### src/rtl/seg_scan_if.sv
// rtl/seg_scan_if.sv - scan control and display drive bundle between a controller and seg_scan
interface seg_scan_if;
  logic       en;
  logic [3:0] digit_mask;
  logic [3:0] pos_idx;
  logic [3:0] an;
  logic       digit_strobe;
  logic       frame_done;

  modport master (
    output en, digit_mask,
    input  pos_idx, an, digit_strobe, frame_done
  );

  modport slave (
    input  en, digit_mask,
    output pos_idx, an, digit_strobe, frame_done
  );
endinterface

### src/rtl/seg_scan.sv
// rtl/seg_scan.sv - 4-digit seven-segment scan sequencer with masked digits
// Optional all-off dead time between digits: define SEG_SCAN_DEADTIME_EN.
module seg_scan #(
  parameter int unsigned DIV  = 50000,
  parameter int unsigned DEAD = 500
) (
  input  logic      clk,
  input  logic      rst_n,
  seg_scan_if.slave bus
);

  if (DIV < 2 || DIV > 65535 || DEAD < 1 || DEAD > 65535) begin : g_param_range_error
    $error("seg_scan: DIV or DEAD out of range");
  end

  localparam logic [15:0] DIV_LAST = 16'(DIV - 1);

`ifdef SEG_SCAN_DEADTIME_EN
  localparam logic [15:0] DEAD_LAST = 16'(DEAD - 1);

  typedef enum logic [1:0] {
    S_IDLE = 2'd0,
    S_ON   = 2'd1,
    S_DEAD = 2'd2
  } state_t;
`else
  typedef enum logic [1:0] {
    S_IDLE = 2'd0,
    S_ON   = 2'd1
  } state_t;
`endif

  state_t      state_q, state_d;
  logic [1:0]  idx_q, idx_d;
  logic [15:0] cnt_q, cnt_d;
  logic [3:0]  an_q, an_d;
  logic        strobe_q, strobe_d;
  logic        frame_q, frame_d;

  logic [1:0]  low_idx;
  logic [1:0]  nxt_idx;
  logic        advance;

  // First set mask bit at or cyclically after start; lowest offset wins.
  function automatic logic [1:0] scan_from(input logic [3:0] m, input logic [1:0] start);
    logic [1:0] r;
    r = start;
    for (int k = 3; k >= 0; k--) begin
      if (m[start + 2'(k)]) r = start + 2'(k);
    end
    return r;
  endfunction

  function automatic logic [3:0] decode(input logic [1:0] i);
    return ~(4'b0001 << i);
  endfunction

  always_comb begin
    state_d  = state_q;
    idx_d    = idx_q;
    cnt_d    = cnt_q;
    an_d     = 4'hF;
    strobe_d = 1'b0;
    frame_d  = 1'b0;
    advance  = 1'b0;
    low_idx  = scan_from(bus.digit_mask, 2'd0);
    nxt_idx  = scan_from(bus.digit_mask, idx_q + 2'd1);

    if (!bus.en) begin
      state_d = S_IDLE;
      cnt_d   = '0;
    end else begin
      case (state_q)
        S_IDLE: begin
          if (|bus.digit_mask) begin
            state_d  = S_ON;
            idx_d    = low_idx;
            cnt_d    = '0;
            an_d     = decode(low_idx);
            strobe_d = 1'b1;
          end
        end
        S_ON: begin
          if (cnt_q == DIV_LAST) begin
`ifdef SEG_SCAN_DEADTIME_EN
            state_d = S_DEAD;
            cnt_d   = '0;
`else
            advance = 1'b1;
`endif
          end else begin
            cnt_d = cnt_q + 16'd1;
            // A digit unmasked mid-display goes dark but keeps its time slot.
            if (bus.digit_mask[idx_q]) an_d = decode(idx_q);
          end
        end
`ifdef SEG_SCAN_DEADTIME_EN
        S_DEAD: begin
          if (cnt_q == DEAD_LAST) advance = 1'b1;
          else cnt_d = cnt_q + 16'd1;
        end
`endif
        default: begin
          state_d = S_IDLE;
          cnt_d   = '0;
        end
      endcase

      if (advance) begin
        cnt_d = '0;
        if (|bus.digit_mask) begin
          state_d  = S_ON;
          idx_d    = nxt_idx;
          an_d     = decode(nxt_idx);
          strobe_d = 1'b1;
          frame_d  = (nxt_idx <= idx_q);
        end else begin
          state_d = S_IDLE;
        end
      end
    end
  end

  always_ff @(posedge clk or negedge rst_n) begin
    if (!rst_n) begin
      state_q  <= S_IDLE;
      idx_q    <= 2'd0;
      cnt_q    <= '0;
      an_q     <= 4'hF;
      strobe_q <= 1'b0;
      frame_q  <= 1'b0;
    end else begin
      state_q  <= state_d;
      idx_q    <= idx_d;
      cnt_q    <= cnt_d;
      an_q     <= an_d;
      strobe_q <= strobe_d;
      frame_q  <= frame_d;
    end
  end

  assign bus.pos_idx      = {2'b00, idx_q};
  assign bus.an           = an_q;
  assign bus.digit_strobe = strobe_q;
  assign bus.frame_done   = frame_q;

endmodule

### src/flat_wrapper.sv
// flat-port wrapper written by rule: the top's interface ports become plain ports
module seg_scan_flat 
#(
  parameter int unsigned DIV  = 50000,
  parameter int unsigned DEAD = 500
)
  (clk, rst_n, bus_en, bus_digit_mask, bus_pos_idx, bus_an, bus_digit_strobe, bus_frame_done);
  seg_scan_if bus_i ();
  input  logic clk;
  input  logic rst_n;
  input wire logic [$bits(bus_i.en)-1:0] bus_en;
  input wire logic [$bits(bus_i.digit_mask)-1:0] bus_digit_mask;
  output wire logic [$bits(bus_i.pos_idx)-1:0] bus_pos_idx;
  output wire logic [$bits(bus_i.an)-1:0] bus_an;
  output wire logic [$bits(bus_i.digit_strobe)-1:0] bus_digit_strobe;
  output wire logic [$bits(bus_i.frame_done)-1:0] bus_frame_done;
  assign bus_i.en = bus_en;
  assign bus_i.digit_mask = bus_digit_mask;
  assign bus_pos_idx = bus_i.pos_idx;
  assign bus_an = bus_i.an;
  assign bus_digit_strobe = bus_i.digit_strobe;
  assign bus_frame_done = bus_i.frame_done;
  seg_scan #(.DIV(DIV), .DEAD(DEAD)) u_core (.clk(clk), .rst_n(rst_n), .bus(bus_i));
endmodule
### config.mk
export PLATFORM = sky130hd
export DESIGN_NAME = seg_scan_flat
export DESIGN_NICKNAME = d
export VERILOG_FILES = /design/src/rtl/seg_scan_if.sv /design/src/rtl/seg_scan.sv /design/src/flat_wrapper.sv
export SDC_FILE = /design/constraint.sdc
export NUM_CORES = 1
export LEC_CHECK = 0
export CAP_MARGIN = 20
export CORE_ASPECT_RATIO = 2
export CORE_MARGIN = 2
export CORE_UTILIZATION = 60
export CTS_CLUSTER_SIZE = 28
export DETAILED_ROUTE_END_ITERATION = 8
export PLACE_DENSITY_LB_ADDON = 0.3
export RECOVER_POWER = 25
export SLEW_MARGIN = 25
export SYNTH_ARGS = -nofsm -noshare
export SYNTH_HDL_FRONTEND = slang
export SYNTH_SLANG_ARGS = --single-unit
export TNS_END_PERCENT = 30
### constraint.sdc
create_clock -name clk -period 4.9 [get_ports clk]
set_clock_uncertainty 0.15 [all_clocks]
set_input_delay 0.98 -clock clk [delete_from_list [all_inputs] [get_ports clk]]
set_output_delay 0.98 -clock clk [all_outputs]
set_load 0.01 [all_outputs]
Yosys cells after proc, flatten, opt, wreduce, memory -nomap -nowiden
Cells that the tools add are included.
{"block": "word_totals", "out_inout_bits": 10, "in_bits": 7, "reg_bits": 26, "word_cells": 82}
{"block": "classes", "n_bitwise": 3, "shift": 3, "n_lt_le_gt_ge": 6, "mux": 50, "n_addsub": 5, "eq_ne": 5, "n_reduce_logical": 4}
{"cell": "two-way mux 16 bit", "count": 4}
{"cell": "one-hot mux 16 bit (2 select lines)", "count": 1}
{"cell": "two-way mux 2 bit", "count": 15}
{"cell": "two-way mux 4 bit", "count": 6}
{"cell": "two-way mux 1 bit", "count": 17}
{"cell": "adder 16 x 1 -> 16 bit, second input constant", "count": 1}
{"cell": "equality test 16 bit, second input constant", "count": 1}
{"cell": "less-than comparator 2 x 3 -> 1 bit, second input constant", "count": 5}
{"cell": "inverter 4 bit", "count": 3}
{"cell": "left shift 1 x 2 -> 4 bit, first input constant", "count": 3}
{"cell": "binary-select mux 1 bit (select 2 bit)", "count": 5}
{"cell": "one-hot mux 4 bit (2 select lines)", "count": 1}
{"cell": "adder 2 x 1 -> 2 bit, second input constant", "count": 2}
{"cell": "adder 2 bit, second input constant", "count": 2}
{"cell": "inequality test 4 x 2 -> 1 bit, second input constant", "count": 1}
{"cell": "inequality test 4 bit, second input constant", "count": 1}
{"cell": "one-hot mux 2 bit (2 select lines)", "count": 1}
{"cell": "AND reduction 2 bit", "count": 2}
{"cell": "OR reduction 4 bit", "count": 1}
{"cell": "inequality test 3 x 2 -> 1 bit, second input constant", "count": 1}
{"cell": "equality test 2 x 1 -> 1 bit, second input constant", "count": 1}
{"cell": "<= comparator 2 bit", "count": 1}
{"cell": "logical NOT 2 bit", "count": 1}

Longest topological paths before layout
Gate-level depths: netlist of the first run.
{"block": "depth", "word_depth": 13, "depth_mapped": 11, "depth_no_buf": 10}

Worst setup path after synthesis of the first run
OpenSTA, ideal clock, no wires.
{"block": "synth_timing", "path_type": "in2reg", "start": "input bus_digit_mask[2]", "end": "register u_core.frame_q, in the netlist u_core.bus.frame_done", "required_ps": 4662, "arrival_ps": 2255, "setup_ps": 88, "path_slack_ps": 2407, "stages": 8, "n_path_buf": 1, "path_cell_list": "clkbuf_1 > nor3b_1 > a21oi_1 > a21oi_1 > ha_1 > a21oi_1 > a21oi_1 > nor3b_1"}
{"block": "synth_between", "elab_chain_len": 10, "elab_cells_between_ends": 17, "classes_between": "order compare: 1; mux: 15; reduce/logical: 1"}
{"element": "start, declared", "line_no": "flat_wrapper.sv:12", "source": "input wire logic [$bits(bus_i.digit_mask)-1:0] bus_digit_mask;"}
{"element": "binary-select mux 1 bit (select 2 bit)", "line_no": "seg_scan.sv:49", "source": "if (m[start + 2'(k)]) r = start + 2'(k);"}
{"element": "two-way mux 1 bit (not written as such)", "line_no": "seg_scan.sv:49"}
{"element": "two-way mux 2 bit (4 in series)", "line_no": "seg_scan.sv:49"}
{"element": "<= comparator 2 bit", "line_no": "seg_scan.sv:116", "source": "frame_d = (nxt_idx <= idx_q);"}
{"element": "two-way mux 1 bit *", "line_no": "seg_scan.sv:111", "source": "if (|bus.digit_mask) begin"}
{"element": "two-way mux 1 bit *", "line_no": "seg_scan.sv:109", "source": "if (advance) begin"}
{"element": "two-way mux 1 bit *", "line_no": "seg_scan.sv:69", "source": "if (!bus.en) begin"}
{"element": "named net u_core.frame_d", "line_no": "seg_scan.sv:38", "source": "logic frame_q, frame_d;"}
{"element": "end signal, assigned", "line_no": "seg_scan.sv:138", "source": "frame_q <= frame_d;"}
{"element": "end, declared", "line_no": "seg_scan.sv:38"}
Mark *: on every way through the listed nets, which the timed path passes. The rest lies on a longest branch. The select of a mux whose other input is x is not followed.
A chain may end at the register's enable or synchronous reset.

Worst setup path in the final report of the first run
{"block": "layout_timing", "start": "input bus_en", "end": "register u_core.cnt_q[10]"}
{"block": "layout_between", "elab_chain_len": 2, "elab_cells_between_ends": 4, "classes_between": "eq/ne: 2; mux: 1; reduce/logical: 1"}
{"element": "start, declared", "line_no": "flat_wrapper.sv:11", "source": "input wire logic [$bits(bus_i.en)-1:0] bus_en;"}
{"element": "inequality test 4 bit (no line) / inequality test 4 x 2 -> 1 bit (equally long branches)"}
{"element": "AND reduction 2 bit (no line)"}
{"element": "end signal, assigned", "line_no": "seg_scan.sv:135", "source": "cnt_q <= cnt_d;"}
{"element": "end, declared", "line_no": "seg_scan.sv:35", "source": "logic [15:0] cnt_q, cnt_d;"}
Parallel ways exist; a longest one is shown, timed or not.

==> results of run 1 <==
-- cells in the mapped netlist (2+ instances only) --
master	n	area share [%]
a21o_1	7	3.3
a21oi_1	14	4.4
a22o_1	4	2.2
a31oi_1	2	0.78
and3_1	4	1.6
and4_1	2	1.1
buf_4	3	1.4
clkbuf_1	7	1.6
dfrtp_1	21	33
dfstp_2	4	6.6
ha_1	7	5.5
inv_1	11	2.6
nand2_1	12	2.8
nand2b_1	2	0.78
nand3_1	9	2.8
nand4_1	5	2.0
nor2_1	13	3.0
nor3_1	7	2.2
nor3b_1	4	1.9
nor4_1	3	1.2
o21ai_0	12	3.7
o22ai_1	4	1.6
or3_1	3	1.2
-- critical path, delay by kind of cell --
| family | cells | cell delay, ns |
|---|---|---|
| compound gates | 2 | 0.39 |
| buf+inv | 1 | 0.65 |
| simple gates | 2 | 0.81 |
-- state kept, by name, summed over array words and instances, names as in the netlist --
name	cells
u_core.state_q	1
u_core.bus.frame_done	1
u_core.bus.digit_strobe	1
u_core.idx_q	2
u_core.cnt_q	16
u_core.bus.an	4
-- per-layer routing --
layer,share of wire [%],vias up,global-route usage (%),wire (um)
li1,-,680,-,-
met1,36,714,29.25,1456
met2,57,33,51.27,2315
met3,1.6,14,2.312,65
met4,5.1,0,16.33,208
met5,0,-,0,0
-- area by class of cell --
cell class	instances	share of cell area, %
clock buffer	4	2.541
inverter	11	2.329
multi-input combinational	137	50.04
sequential	25	35.57
tap	28	1.976
timing repair buffer	14	7.551
-- worst paths after layout --
check | from | end | slack, ns | depth (start not counted)
setup / recovery | bus_en | u_core.cnt_q[10]$_DFFE_PN0P_ | 2.08 | 5
hold / removal | u_core.cnt_q[15]$_DFFE_PN0P_ | u_core.cnt_q[15]$_DFFE_PN0P_ | 0.36 | 1
setup reg to reg | u_core.idx_q[0]$_DFFE_PN0P_ | u_core.bus.frame_done$_DFF_PN0_ | 2.25 | 9
hold reg to reg | u_core.cnt_q[15]$_DFFE_PN0P_ | u_core.cnt_q[15]$_DFFE_PN0P_ | 0.36 | 1
max in group asynchronous | rst_n | u_core.cnt_q[15]$_DFFE_PN0P_ | 2.94 | 1
min in group asynchronous | rst_n | u_core.cnt_q[3]$_DFFE_PN0P_ | 0.86 | 1
-- cell usage in the layout (no fill, tap or decap), types with 7 or more instances in the layout --
cell and instances:
dfrtp_1 21, inv_1 11, a21oi_1 14, nor2_1 13, clkdlybuf4s50_1 13, a21o_1 7
nand3_1 9, nor3_1 7, o21ai_0 12, nand2_1 12, ha_1 7
-- stage by stage --
step	instances	power, mW	setup WS, ns	hold slack [ns]
2_1_floorplan	183	0.2858	2.407	0.3225
3_3_place_gp	215	0.3169	1.921	0.3479
3_5_place_dp	215	0.3182	1.819	0.3543
4_1_cts	219	0.4351	2.091	0.3728
5_1_grt	219	0.4533	1.953	0.4048
6_report	219	0.4345	2.080	0.3644
-- power by group through the flow --
stage	registers, mW	clock network [mW]	logic, mW
after floorplan	0.224	0	0.0615
after global placement	0.227	0	0.0900
after detailed placement	0.227	0	0.0915
after CTS	0.223	0.120	0.0918
after global routing	0.224	0.128	0.101
final	0.223	0.120	0.0915
-- kinds of logic after synthesis --
logic type      Yosys count  synth area share (%)
compound gates           52                 20.52
buf+inv                  21                 5.616
xor+xnor                  2                 1.092
mux                       2                 2.028
simple gates             72                 25.74
other cells               1                0.2338
flops                    25                 39.31
fa+ha+maj                 7                 5.460
==> summary.txt, run 1 <==
Outcome: complete, no violations
Max Fclk: 354.6 MHz
Tot GR Track Use: 28.92%
P_sw: 0.1227 mW
Fraction of registers with async set/reset: 100.0%
YS warnings: 0
Peak supply drop: 0.0001691 V
Power density over the cells: 245.1 nW/um^2
Root Buffer: clkbuf_8
Cts bufs inserted: 3
Final Hold Viols: 0
Multi-input gate area: 887.1 um^2
Die width: 40.56 um
Largest net degree at the start of global routing: 26
Yosys cell types: 45
Antenna violation net count after detailed routing: 0
HPWL after DPL: 3166 um
TNS Setup: 0 ns
Antenna diode count: 0
Clock tree sinks: 25
Part of the power in the clock network: 27.6%
RePlAce Congestion: 0.8093
Post-layout min period: 2.820 ns
Main synth FF type: dfrtp_1
Filler instances: 214
Grt ovf: 0
Arrival time worst endpoint: 2.83 ns
Worst path slowest cell: nor2_1
Max_cap viols: 0
WL final: 4045 um
Int Power: 0.3118 mW
LEAKAGE: 0.7883 nW
Crit path max fanout: 13
First-pass GRT wire length: 6389 um
Seq. cell area: 630.6 um^2
Share of power burned in registers: 51.3%
Final Max Slew Viols: 0
Htree depth: 1
Critical path class: in2reg
Final critical-path share of the clock period: 57.56%
Synth Cell Area: 1604 um^2
Syn-to-layout area delta: 10.53%
Routed WL per cell: 18.47 um
Synth Register Bits: 25
Startpoint Class: primary input
EDFF count, synth: 0
Crit path cell chain: clkdlybuf4s50_1 -> nand2_1 -> nor2_1 -> a21oi_1 -> o21ai_0
Vias per cell: 6.580
Worst min-delay path category: reg2reg
Max clock buf depth: 2
Vias in the first global route: 1444
Max transition margin: 8.939%
Setup bufs post-CTS: 0
Comb power frac: 21.1%
Via count: 1441
Placed cell area: 1729 um^2
# setup viols final: 0
Crit. End Element: flip-flop
Switching Share: 28.25%
Clk pin slew, worst setup/hold paths: 0.09 ns
Core footprint: 2537 um^2
DRC: 0
Row cnt: 26
Post-CTS sizing: 0
Critical path data required time: 4.91 ns
Die height: 77.12 um
Seq/Total Area, Yosys: 39.31%
Die Area: 3128 um^2
Final instance area: 1773 um^2
Initial antenna violation count: 0
TritonCTS clock tree: built
Worst slew pin tran: 1.366 ns
Hold buffer count at cts: 0
Util after Layout: 69.87%
Unrepaired setup endpoints after global routing: false
Critical Path Max Stage Delay: 0.68 ns
Port buffer count: 14
Clock Latency Late Sink: 0.26 ns
Cells after synthesis: 182
Drt pass-1 iters: 4
Layout Nets: 206
Syn Area/Cell: 8.813 um^2
Layout cells sized above 1: 6.806%
DRT iter0 DRCs: 49
I/O pins: 17
Initial Util: 63.21%
Note: power is estimated with default switching activity, not from simulation.
==> inputs of run 2 (changes only) <==
- CORE_UTILIZATION: 60 -> 50
- clock period: 4.9 -> 2.35 ns (I/O delays scaled with it)
==> summary.txt, run 2 (synthesized netlist as in run 1, its figures left out) <==
CP top delay family: simple AND/OR/NAND/NOR gates
Crit path cell chain: or4b_4 -> nor4_1 -> buf_4 -> nand3_1 -> nor3b_1 -> o21ai_0
Max_cap viols: 0 (unchanged)
Initial antenna violation count: 0 (unchanged)
Post-layout min period: 2.288 ns
DRT iter0 DRCs: 34 (-31%)
Layout Nets: 237 (+15%)
LEAKAGE: 0.9420 nW (+19%)
Max transition margin: 9.071% (+0.13 points)
Clock tree sinks: 25 (unchanged)
Tot GR Track Use: 26.15% (-2.8 points)
Max Fclk: 437.0 MHz
I/O pins: 17 (unchanged)
Clock Latency Late Sink: 0.27 ns (about the same)
Crit path max fanout: 5 (-8)
DRC: 0 (unchanged)
R2R depth: 6 (-3)
Startpoint Class: flip-flop
First-pass GRT wire length: 7279 um (+14%)
Final Hold Viols: 0 (unchanged)
Row cnt: 29 (+12%)
RePlAce Congestion: 0.8956 (+11%)
Largest net degree at the start of global routing: 26 (unchanged)
# setup viols final: 0 (unchanged)
R2r startpoint: u_core.cnt_q[5]$_DFFE_PN0P_
Core footprint: 3120 um^2 (+23%)
Top reg by flops: u_core.cnt_q
WL final: 4350 um (+7.5%)
Die height: 84.10 um (+9.1%)
Antenna diode count: 0 (unchanged)
Grt ovf: 0 (unchanged)
Worst slew pin tran: 1.364 ns (-0.001985 ns)
Layout cells sized above 1: 20.27% (+13 points)
Die width: 44.05 um (+8.6%)
HPWL after DPL: 3480 um (+9.9%)
Arrival time worst endpoint: 2.31 ns (-0.52 ns)
Crit. End Element: flip-flop
TritonCTS clock tree: built
Worst Hold Depth: 1 (unchanged)
Initial Util: 51.40% (-12 points)
Root Buffer: clkbuf_8
Vias per cell: 6.206 (-5.7%)
Via count: 1570 (+9.0%)
Clk pin slew, worst setup/hold paths: 0.09 ns (about the same)
Unrepaired setup endpoints after global routing: true
Max FFs per register: 16 (unchanged)
Final Max Slew Viols: 0 (unchanged)
Worst path slowest cell: or4b_4
Most common cell after layout, fill and taps aside: buf_4
Antenna violation net count after detailed routing: 0 (unchanged)
Final critical-path share of the clock period: 97.38%
Hold path start: u_core.cnt_q[15]$_DFFE_PN0P_
Hold WS: 0.3975 ns (+0.03315 ns)
Vias in the first global route: 1669 (+16%)
Most frequent cells in the layout: buf_4 (30), dfrtp_1 (21), a21oi_1 (13), nor2_1 (13), clkdlybuf4s50_1 (13)
Die Area: 3705 um^2 (+18%)
Filler instances: 257 (+20%)
Worst reg2reg setup slack: 0.06 ns (-2.19 ns)
Power density over the cells: 481.8 nW/um^2 (+97%)
Syn-to-layout area delta: 25.82%
Critical path data required time: 2.38 ns (-2.53 ns)
Fin cells: 253 (+16%)
Hold path endpoint: u_core.cnt_q[15]$_DFFE_PN0P_
Placed cell count: 248 (+15%)
Critical Path Max Stage Delay: 0.59 ns (-0.09 ns)
Pwr Total: 0.9724 mW (+120%)
Critical path class: reg2reg
Worst min-delay path category: reg2reg
Worst R2R End: u_core.bus.an[3]$_DFF_PN1_
Cts bufs inserted: 3 (unchanged)
Routed WL per cell: 17.19 um (-6.9%)
Port buffer count: 14 (unchanged)
Outcome: complete, no violations
Buf+Inv Stages, Crit Path: 1 (unchanged)
Max clock buf depth: 2 (unchanged)
Peak supply drop: 0.0003640 V (+120%)
Htree depth: 1 (unchanged)
Drt pass-1 iters: 4 (unchanged)
[run 2: what timing repair did]
item	CTS	global route
hold buffers	0	0
setup buffers	0	1
gates resized for setup	0	1
endpoints found under the setup margin	0	9
[run 2: where the power goes]
part           internal (mW)  switching, mW  total (mW)
registers              0.445        0.00825       0.453
logic                  0.126          0.137       0.263
clock network          0.121          0.135       0.257
total                  0.692          0.281       0.972
[run 2: how the worst max path moves through the flow]
stage / to / slack, ns / depth (start not counted) / from
6_report: u_core.bus.an[3]$_DFF_PN1_ / 0.06 / 6 / u_core.cnt_q[5]$_DFFE_PN0P_
5_1_grt: u_core.bus.frame_done$_DFF_PN0_ / -0.03 / 10 / u_core.idx_q[1]$_DFFE_PN0P_
4_1_cts: u_core.cnt_q[2]$_DFFE_PN0P_ / 0.04 / 5 / u_core.cnt_q[5]$_DFFE_PN0P_
3_5_place_dp: u_core.bus.frame_done$_DFF_PN0_ / -0.09 / 7 / bus_digit_mask[2]
3_3_place_gp: u_core.bus.frame_done$_DFF_PN0_ / -0.02 / 7 / bus_digit_mask[0]
2_1_floorplan: u_core.bus.frame_done$_DFF_PN0_ / 0.05 / 10 / u_core.idx_q[0]$_DFFE_PN0P_
[run 2: layout make-up]
| class | count | area, um^2 | share of cell area [%] |
|---|---|---|---|
| tap | 31 | 38.79 | 1.922 |
| clock buffer | 4 | 45.04 | 2.232 |
| timing repair buffer | 45 | 369.1 | 18.29 |
| inverter | 11 | 41.29 | 2.046 |
| multi-input combinational | 137 | 893.4 | 44.27 |
| sequential | 25 | 630.6 | 31.25 |
[run 2: per-stage QoR]
| stage | TNS [ns] | cell area (um^2) | worst slack, ns | util (%) |
|---|---|---|---|---|
| 2_1_floorplan | 0 | 1613 | 0.04928 | - |
| 3_3_place_gp | -0.02019 | 1967 | -0.02019 | 63.03 |
| 3_5_place_dp | -0.2223 | 1967 | -0.08698 | 63.03 |
| 4_1_cts | 0 | 2012 | 0.04021 | 64.47 |
| 5_1_grt | -0.07259 | 2018 | -0.03174 | 64.68 |
| 6_report | 0 | 2018 | 0.06163 | 64.68 |
[run 2: routing by layer]
layer | track usage (%) | routed length, um | part of all wire (%) | up-vias
met5 | 0 | 0 | 0 | -
met4 | 18.18 | 286 | 6.6 | 0
met3 | 2.597 | 107 | 2.5 | 25
met2 | 47.99 | 2479 | 57 | 43
met1 | 24.93 | 1477 | 34 | 760
li1 | - | - | - | 742
